===== config.mk =====
export PLATFORM = sky130hd
export DESIGN_NAME = adc_reader
export DESIGN_NICKNAME = d
export VERILOG_FILES = /design/src/rtl/adc_reader.sv
export SDC_FILE = /design/constraint.sdc
export NUM_CORES = 1
export LEC_CHECK = 0
export BUFFER_PORTS_ARGS = -buffer_cell sky130_fd_sc_hd__buf_4
export CAP_MARGIN = 10
export CORE_ASPECT_RATIO = 0.75
export CORE_MARGIN = 2
export CORE_UTILIZATION = 55
export CTS_BUF_LIST = sky130_fd_sc_hd__clkbuf_4 sky130_fd_sc_hd__clkbuf_8
export CTS_CLUSTER_DIAMETER = 120
export DETAILED_ROUTE_END_ITERATION = 12
export HOLD_SLACK_MARGIN = 0.03
export PLACE_DENSITY = 0.77
export SYNTH_ARGS = -nofsm -noshare
export SYNTH_HDL_FRONTEND = slang
export SYNTH_SLANG_ARGS = --single-unit

===== constraint.sdc =====
create_clock -name clk -period 2.7 [get_ports clk]
set_input_delay 0.405 -clock clk [delete_from_list [all_inputs] [get_ports clk]]
set_output_delay 0.405 -clock clk [all_outputs]
set_load 0.005 [all_outputs]

===== src/rtl/adc_reader.sv =====
// adc_reader: dual-channel SPI ADC capture master that turns serial frames into two parallel samples.
// Optional ADC_LEAD_CHECK_EN flags frames whose leading bits above the sample width are nonzero.
module adc_reader #(
  parameter int CLK_DIV      = 4,
  parameter int FRAME_BITS   = 16,
  parameter int DATA_BITS    = 12,
  parameter int QUIET_CYCLES = 2
) (
  input  logic                 clk,
  input  logic                 rst,
  input  logic                 go,
  input  logic                 data_in1,
  input  logic                 data_in2,
  output logic                 adc_clk,
  output logic                 chip_sel,
  output logic [DATA_BITS-1:0] data_out1,
  output logic [DATA_BITS-1:0] data_out2,
  output logic                 valid,
  output logic                 ready,
  output logic                 frame_err
);
  localparam int CMAX = CLK_DIV > QUIET_CYCLES ? CLK_DIV : QUIET_CYCLES;
  localparam int CW = $clog2(CMAX + 1);
  localparam int HW = $clog2(2 * FRAME_BITS + 1);
`ifdef ADC_LEAD_CHECK_EN
  localparam int SW = FRAME_BITS;
`else
  localparam int SW = DATA_BITS;
`endif
  typedef enum logic [2:0] {IDLE, SETUP, SHIFT, DONE, QUIET} state_t;
  state_t r_state, w_state;
  logic [CW-1:0] r_cnt, w_cnt;
  logic [HW-1:0] r_half, w_half;
  // The bit shifted out of the top is never observed, so one bit less is kept.
  logic [SW-2:0] r_sr1, r_sr2;
  logic [SW-1:0] w_cap1, w_cap2;
  logic [DATA_BITS-1:0] r_d1, r_d2;
  logic r_adc_clk, r_cs, r_valid, r_ready;
  logic w_adc_clk, w_cs, w_valid, w_ready, w_shift;
  assign w_cap1 = {r_sr1, data_in1};
  assign w_cap2 = {r_sr2, data_in2};
  always_comb begin
    w_state   = r_state;
    w_cnt     = r_cnt;
    w_half    = r_half;
    w_adc_clk = r_adc_clk;
    w_cs      = r_cs;
    w_valid   = 1'b0;
    w_ready   = 1'b0;
    w_shift   = 1'b0;
    case (r_state)
      IDLE: begin
        w_ready = ~go;
        if (go) begin
          w_state = SETUP;
          w_cs    = 1'b0;
          w_cnt   = '0;
          w_half  = '0;
        end
      end
      SETUP: begin
        w_state = r_cnt == CW'(CLK_DIV - 1) ? SHIFT : SETUP;
        w_cnt   = r_cnt == CW'(CLK_DIV - 1) ? '0 : r_cnt + CW'(1);
      end
      SHIFT: begin
        if (r_cnt == CW'(CLK_DIV - 1)) begin
          w_cnt     = '0;
          w_adc_clk = ~r_adc_clk;
          w_shift   = ~r_adc_clk;
          w_half    = r_half + HW'(1);
          if (r_half == HW'(2 * FRAME_BITS - 1)) begin
            w_state = DONE;
            w_cs    = 1'b1;
            w_valid = 1'b1;
          end
        end else begin
          w_cnt = r_cnt + CW'(1);
        end
      end
      DONE: w_state = QUIET;
      QUIET: begin
        w_state = r_cnt == CW'(QUIET_CYCLES - 1) ? IDLE : QUIET;
        w_ready = r_cnt == CW'(QUIET_CYCLES - 1);
        w_cnt   = r_cnt == CW'(QUIET_CYCLES - 1) ? '0 : r_cnt + CW'(1);
      end
      default: w_state = IDLE;
    endcase
  end
  always_ff @(posedge clk) begin
    if (!rst) begin
      r_state   <= IDLE;
      r_cnt     <= '0;
      r_half    <= '0;
      r_sr1     <= '0;
      r_sr2     <= '0;
      r_adc_clk <= 1'b1;
      r_cs      <= 1'b1;
      r_d1      <= '0;
      r_d2      <= '0;
      r_valid   <= 1'b0;
      r_ready   <= 1'b1;
    end else begin
      r_state   <= w_state;
      r_cnt     <= w_cnt;
      r_half    <= w_half;
      r_adc_clk <= w_adc_clk;
      r_cs      <= w_cs;
      r_valid   <= w_valid;
      r_ready   <= w_ready;
      if (w_shift) begin
        r_sr1 <= w_cap1[SW-2:0];
        r_sr2 <= w_cap2[SW-2:0];
      end
      if (w_valid) begin
        r_d1 <= w_cap1[DATA_BITS-1:0];
        r_d2 <= w_cap2[DATA_BITS-1:0];
      end
    end
  end
`ifdef ADC_LEAD_CHECK_EN
  logic r_err;
  always_ff @(posedge clk) begin
    if (!rst) r_err <= 1'b0;
    else if (w_valid) r_err <= (|w_cap1[FRAME_BITS-1:DATA_BITS]) | (|w_cap2[FRAME_BITS-1:DATA_BITS]);
  end
  assign frame_err = r_err;
`else
  assign frame_err = 1'b0;
`endif
  assign adc_clk   = r_adc_clk;
  assign chip_sel  = r_cs;
  assign data_out1 = r_d1;
  assign data_out2 = r_d2;
  assign valid     = r_valid;
  assign ready     = r_ready;
endmodule


=== Word-level counts from Yosys, hierarchy flattened ===
Index checks and enable logic that the tools add are counted.

* Bits in registers: 62
* Input bits: 5
* Output and inout bits: 29
* Word-level logic and storage cells: 57

* $add $sub $neg: 2
* Eq/ne operators: 10
* Mux-type cells: 23
* Bitwise operators: 2
* Reduce and logical (&&, ||, !) cells: 9

{| class="wikitable"
|+ Operator list
! cell !! count
|-
| two-way mux 3 bit || 7
|-
| case mux 3 bit (5 select lines) || 1
|-
| two-way mux 6 bit || 2
|-
| case mux 6 bit (2 select lines) || 1
|-
| equality test 3 x 2 -> 1 bit, second input constant || 3
|-
| case mux 3 bit (3 select lines) || 1
|-
| two-way mux 1 bit || 8
|-
| adder 6 x 1 -> 6 bit, second input constant || 1
|-
| equality test 3 x 1 -> 1 bit, second input constant || 2
|-
| equality test 6 x 5 -> 1 bit, second input constant || 1
|-
| inequality test 2 bit, second input constant || 3
|-
| AND reduction 3 bit || 2
|-
| case mux 1 bit (2 select lines) || 2
|-
| AND reduction 2 bit || 2
|-
| AND reduction 4 bit || 1
|-
| adder 3 x 1 -> 3 bit, second input constant || 1
|-
| equality test 3 bit, second input constant || 1
|-
| zero test 3 bit || 1
|-
| nonzero test 3 bit || 1
|-
| two-way mux 2 bit || 1
|-
| inverter 1 bit || 2
|-
| nonzero test 2 bit || 1
|-
| OR reduction 2 bit || 1
|}

=== Depth between registers and ports, before layout ===
Gate-level depths: netlist of the first run.

* Depth after elaboration: 4
* Mapped depth: 7
* Gate-level depth less buffers: 6

=== Least setup slack after synthesis of the first run ===
OpenSTA, ideal clock, no wires.

* Kind: register -> register
* Start: reg r_cnt[0]
* End: reg r_sr1[3]
* Setup time: 0.132 ns
* Arrival time: 1.463 ns
* Required time: 2.568 ns
* Slack: 1.105 ns
* Cell stages (with the launch flop): 8
* Buffers on the path: 2
* Period minus slack after synthesis: 1.595 ns
* Cells stage by stage: dfxtp_1 > ha_1 > nand3b_1 > or3_1 > buf_2 > buf_6 > nand2_1 > a21oi_1

* Cells in the longest elaborated chain, start to end: 3

{| class="wikitable"
|+ RTL lines
! element !! line !! text
|-
| start, declared || 32 || <nowiki>logic [CW-1:0] r_cnt, w_cnt;</nowiki>
|-
| start signal, assigned || 104 || <nowiki>r_cnt <= w_cnt;</nowiki>
|-
| equality test 3 x 2 -> 1 bit || 66 || <nowiki>if (r_cnt == CW'(CLK_DIV - 1)) begin</nowiki>
|-
| two-way mux 1 bit || 66 ||
|-
| two-way mux 1 bit || 51 || <nowiki>case (r_state)</nowiki>
|-
| end signal, assigned || 111 || <nowiki>r_sr1 <= w_cap1[SW-2:0];</nowiki>
|-
| end, declared || 35 || <nowiki>logic [SW-2:0] r_sr1, r_sr2;</nowiki>
|}

Every way passes these cells.
A chain may end at the register's enable or synchronous reset.

=== Worst setup path in the final report of the first run ===
* Start: reg r_cnt[0]
* End: reg r_sr2[4]

* Cells in the longest elaborated chain, start to end: 3

{| class="wikitable"
|+ RTL lines
! element !! line !! text
|-
| equality test 3 x 2 -> 1 bit || 66 ||
|-
| two-way mux 1 bit || 66 ||
|-
| two-way mux 1 bit || 51 ||
|-
| end signal, assigned || 112 || <nowiki>r_sr2 <= w_cap2[SW-2:0];</nowiki>
|-
| end, declared || 35 ||
|}

Every way passes these cells.

==> flow_summary_export.csv, run 1 <==
group,metric,value,unit
power,netSwitchingFraction,23.5,%
clock_network,cts_buffers,9,
critical_path,worst-path-max-fanout,23,
layout,area_delta_synth_final,17.5,%
routing,drc_errors,0,
synthesis,synth_simple_gate_area_share,23.3,%
floorplanning,row_count,21,
clock_network,clockRootBuffer,"clkbuf_8",
power,pwr-share-comb,3.1,%
synthesis,muxShareOfSynthArea,0.405,%
synthesis,synth_nets,312,
clock_network,cts_buffer_depth,2,
sta,hold_viol_final,0,
routing,drtAntennaViolNets,0,
power,internal_power,1.37,mW
sta,fmax,503,MHz
synthesis,synth-compound-area-share,16.5,%
power,pwr-share-clk,45.0,%
synthesis,yosysTopAreaCell,"dfxtp_1",
floorplanning,start_util,56.3,%
clock_network,hold_buffers,0,
routing,drt_iter0_markers,126,
global_routing,grt_usage,20.7,%
clock_network,cts_num_sinks,62,
power,finalPower,1.79,mW
synthesis,netlist_top_cells_area,"dfxtp_1, nand2_1, o21ai_0",
placed_design,gp_congestion,0.834,
run_status,outcome,"finished, final reports clean",
sta,rsz0062_at_grt,"false",
clock_network,path_clk_slew,70,ps
critical_path,crit_required,2920,ps
routing,wl_per_cell,12.2,µm
synthesis,synth-adder-area-share,2.53,%
synthesis,synth.distinct_cells,43,
global_routing,overflow,0,
critical_path,criticalPathCategory,"flop to flop",
sta,worstMarginPinSlew,747,ps
layout,drive_above_1_share,17.2,%
power,netSwitchingPower,420,µW
global_routing,grt_pass1_wl,7770,µm
synthesis,synthXorXnorAreaFrac,1.42,%
layout,n_antenna_cell,0,
synthesis,synth_ff_type,"dfxtp_1",
global_routing,grt_pass1_vias,1681,
critical_path,startpoint_type,"flop",
routing,wirelength,4730,µm
sta,slew_headroom,50.2,%
routing,vias,2060,
flow_run,maxCapViolCount,0,
synthesis,synthDominantCellAreaShare,50.2,%
floorplanning,pin_count,34,
synthesis,syn_area,2470,µm²
synthesis,synth_top_family_by_area,"simple AND/OR/NAND/NOR gates",
clock_network,cts_setup_buffers,0,
floorplanning,die_area,5050,µm²
critical_path,endpoint_kind,"flop",
layout,fin_nets,337,
synthesis,synth_edf_count,0,
power,power_density,615,nW/µm²
power,leakagePower,1.06,nW
placed_design,dp_hpwl,3130,µm
sta,setup_viol,0,
floorplanning,die_y,62.1,µm
sta,slew_viol_final,0,
synthesis,ys_seq_area_share,50.2,%
hold_path,hold_class,"input pin to flop",
placed_design,port_buffers,32,
routing,drtPass1Iterations,4,
routing,via_per_inst,5.30,
power,ir_worst_vdd,464,µV
clock_network,ctsHtreeMaxLevel,3,
synthesis,ys_seq_elements,62,
critical_path,arrival,2210,ps
synthesis,async_reset_ff_share,0,%
global_routing,grt_start_max_net_pins,40,
clock_network,cts_tree,"yes",
floorplanning,core_area,4390,µm²
synthesis,ys.warnings.count,0,
clock_network,clkLatencyLatePin,350,ps
sta,tns,0,ps
synthesis,synth_cells,302,
power,seqPwrFrac,51.8,%
global_routing,antenna_found_initial,0,
synthesis,syn_avg_cell_area,8.19,µm²
floorplanning,die_w,81.4,µm
sta,final.min_clock_period,1990,ps
clock_network,cts_resized,0,
sta,period_share,73.6,%
sta,fin_worst_skew,9.97,ps
logic make-up after synthesis:
family                   Yosys count
AO/OA/AOI/OAI                     70
XOR/XNOR                           4
other                              1
AND/OR/NAND/NOR                  130
adder cells (fa/ha/maj)            5
multiplexers                       1
flip-flops                        62
buffers and inverters             29
final cells by class:
| cell class | instances | area, µm² |
|---|---|---|
| repair buffers | 37 | 278 |
| clock buffers | 9 | 124 |
| flip-flops and latches | 62 | 1240 |
| clock inverters | 7 | 73.8 |
| inverters | 6 | 22.5 |
| well taps | 57 | 71.3 |
| fillers | 373 | 1480 |
| multi-input cells | 211 | 1090 |
worst paths after layout:
path,from,to,slack [ps],cells past startpoint
hold reg to reg,r_sr2[10],data_out2[11],470,2
hold / removal,data_in1,r_sr1[0],310,3
setup reg to reg,r_cnt[0],r_sr2[4],710,5
setup / recovery,r_cnt[0],r_sr2[4],710,5
flip-flops by register name (all words and copies together) (netlist names):
| register | cells |
|---|---|
| r_half | 6 |
| valid | 1 |
| r_state | 3 |
| ready | 1 |
| r_cnt | 3 |
| chip_sel | 1 |
| data_out1 | 12 |
| adc_clk | 1 |
| data_out2 | 12 |
| r_sr2 | 11 |
| r_sr1 | 11 |
metal layers:
layer  up-vias  part of all wire (%)  global-route usage (%)
li1       1072                     -                       -
met1       927                    51                    28.1
met2        54                    42                    29.6
met3         7                   6.5                    8.82
met4         0                   1.1                    7.51
met5         -                     0                       0
Yosys cell counts, types with 2 or more instances:
cell and count:
o21ai_0 30, ha_1 5, dfxtp_1 62, buf_2 7, nor2_1 9, nor2b_1 5
nand3_1 28, buf_6 2, a2111oi_2 2, inv_1 5, a21oi_1 25, nand2b_1 2
clkbuf_1 11, a211oi_1 2, xnor2_1 3, buf_1 2, nand4_1 2, nand2_1 75
stage by stage:
step / cells / setup slack, ps / utilization [%] / area (µm²) / hold WS (ps)
6_report: 389 / 713 / 66.2 / 2910 / 313
5_1_grt: 389 / 541 / 66.2 / 2910 / 307
4_1_cts: 389 / 724 / 66.2 / 2910 / 308
3_5_place_dp: 373 / 741 / 61.7 / 2710 / 455
3_3_place_gp: 373 / 810 / 61.7 / 2710 / 445
2_1_floorplan: 302 / 1100 / - / 2470 / 436
critical path, cell delays in order (launching register included):
cell and delay (ps):
dfxtp_1 410, ha_1 200, nand3b_1 270, or3_1 730, nand2_1 180, a21oi_1 80
power by group through the flow:
stage | Sequential (mW) | Combinational [mW] | Clock (mW)
2_1_floorplan | 0.944 | 0.0413 | 0
3_3_place_gp | 0.946 | 0.0554 | 0
3_5_place_dp | 0.947 | 0.0558 | 0
4_1_cts | 0.925 | 0.0558 | 0.822
5_1_grt | 0.926 | 0.0622 | 0.857
6_report | 0.926 | 0.0560 | 0.805
cells in the final DEF (no fill, tap or decap), types with 2 or more instances in the layout:
master	synthesis	routed
clkinv_2	0	2
clkbuf_8	0	9
o21ai_0	30	30
ha_1	5	5
buf_4	1	37
nand3_1	28	28
a211oi_1	2	2
nor2b_1	5	5
dfxtp_1	62	62
a21oi_1	25	25
xnor2_1	3	3
nand4_1	2	2
nor2_1	9	9
a2111oi_2	2	2
nand2_1	75	75
inv_1	5	5
clkinv_4	0	2
nand2b_1	2	2
Power figures use the tool's default switching activity.
==> inputs of run 2 (changes only) <==
--- a/config.mk
+++ b/config.mk
@@ -9,7 +9,7 @@
 export CAP_MARGIN = 10
 export CORE_ASPECT_RATIO = 0.75
 export CORE_MARGIN = 2
-export CORE_UTILIZATION = 55
+export CORE_UTILIZATION = 53
 export CTS_BUF_LIST = sky130_fd_sc_hd__clkbuf_4 sky130_fd_sc_hd__clkbuf_8
 export CTS_CLUSTER_DIAMETER = 120
 export DETAILED_ROUTE_END_ITERATION = 12
==> constraint.sdc (replaced) <==
create_clock -name clk -period 1.65 [get_ports clk]
set_input_delay 0.2475 -clock clk [delete_from_list [all_inputs] [get_ports clk]]
set_output_delay 0.2475 -clock clk [all_outputs]
set_load 0.005 [all_outputs]
==> flow_summary_export.csv, run 2 (synthesized netlist as in run 1, its figures left out) <==
group,metric,value,unit
floorplanning,row_count,21,
layout,multi_input_area,1120,µm²
sta,period_share,97.4,%
layout,final_cell_mix,"nand2_1, dfxtp_1, buf_4, o21ai_0, nand3_1",
power,ir_worst_vdd,676,µV
power,leakagePower,1.13,nW
run_status,outcome,"finished, final reports clean",
global_routing,grt_start_max_net_pins,51,
floorplanning,core_area,4470,µm²
layout,final_common_cell,"nand2_1",
floorplanning,pin_count,34,
clock_network,clockRootBuffer,"clkbuf_8",
floorplanning,start_util,55.4,%
floorplanning,die_y,63.2,µm
clock_network,clkLatencyLatePin,330,ps
flow_run,maxCapViolCount,0,
routing,wl_met3,246,µm
floorplanning,die_w,82.9,µm
floorplanning,die_area,5230,µm²
hold_path,hold_class,"input pin to flop",
routing,drtAntennaViolNets,0,
layout,seq_area,1240,µm²
layout,utilization,67.6,%
placed_design,dp_hpwl,3400,µm
clock_network,path_clk_slew,60,ps
routing,drt_iter0_markers,104,
clock_network,hold_buffers,0,
power,power_density,910,nW/µm²
sta,slew_viol_final,0,
placed_design,port_buffers,32,
routing,drtPass1Iterations,4,
power,finalPower,2.75,mW
critical_path,startpoint_type,"flop",
global_routing,overflow,0,
routing,vias,2134,
global_routing,antenna_found_initial,0,
routing,wl_per_cell,12.8,µm
sta,final.min_clock_period,1610,ps
routing,wl_met1,2530,µm
global_routing,grt_usage,19.7,%
sta,fmax,622,MHz
critical_path,worst-path-max-fanout,5,
clock_network,cts_tree,"yes",
routing,drc_errors,0,
clock_network,cts_buffers,9,
layout,n_antenna_cell,0,
clock_network,cts_buffer_depth,2,
clock_network,ctsHtreeMaxLevel,3,
sta,setup_viol,0,
clock_network,cts_resized,0,
sta,tns,0,ps
routing,wirelength,5120,µm
sta,hold_viol_final,0,
sta,fin_worst_skew,3.72,ps
layout,area_delta_synth_final,22.2,%
placed_design,gp_congestion,0.798,
critical_path,endpoint_kind,"flop",
routing,wl_met2,2260,µm
layout,fin_nets,350,
routing,via_per_inst,5.34,
critical_path,criticalPathCategory,"flop to flop",
global_routing,grt_pass1_vias,1793,
clock_network,cts_num_sinks,62,
routing,routed.top_layer,"met4",
layout,drive_above_1_share,20.1,%
layout,num-fill-cells,387,
clock_network,cts_setup_buffers,0,
critical_path,crit_required,1870,ps
global_routing,grt_pass1_wl,8260,µm
critical_path,arrival,1830,ps
==> run 2: cell type report <==
type,count,share of cell area (%)
Clock buffer,12,5.05
Clock inverter,2,0.331
Inverter,6,0.746
Multi-Input combinational cell,211,37.2
Sequential cell,62,41.1
Tap cell,57,2.36
Timing Repair Buffer,50,13.3
==> run 2: power breakdown <==
group          switching (mW)  internal, mW  leakage, nW
clock network           0.521         0.597       0.0889
registers             0.00561          1.51        0.500
logic                  0.0737        0.0447        0.540
total                   0.600          2.15         1.13
==> run 2: worst paths after layout <==
path	from	endpoint	slack, ps	cells after the start
worst max register to register	r_cnt[1]	r_half[4]	40	6
worst min register to register	r_sr1[10]	r_sr1[10]	460	2
worst min-delay path	data_in1	r_sr1[0]	180	3
worst max-delay path	r_cnt[1]	r_half[4]	40	6
==> run 2: critical path, cell delays in order, from the launching register on <==
cell and delay [ps]:
dfxtp_1 350, ha_1 180, nand3b_1 150, buf_4 210, a211oi_1 380, xnor2_1 160, nor2_1 60
==> run 2: routing by layer <==
metal	GRT usage [%]	up-vias
li1	-	1092
met1	25.8	985
met2	30.1	49
met3	6.55	8
met4	7.99	0
met5	0	-
==> run 2: stage by stage <==
step,instance area (µm²),setup WS [ps],hold slack [ps],cells
after global placement,2830,121,443,386
after detailed placement,2830,70.0,451,386
after floorplan,2470,54.5,383,302
after global routing,3020,-69.3,167,400
final,3020,42.5,177,400
after CTS,2990,40.2,163,400
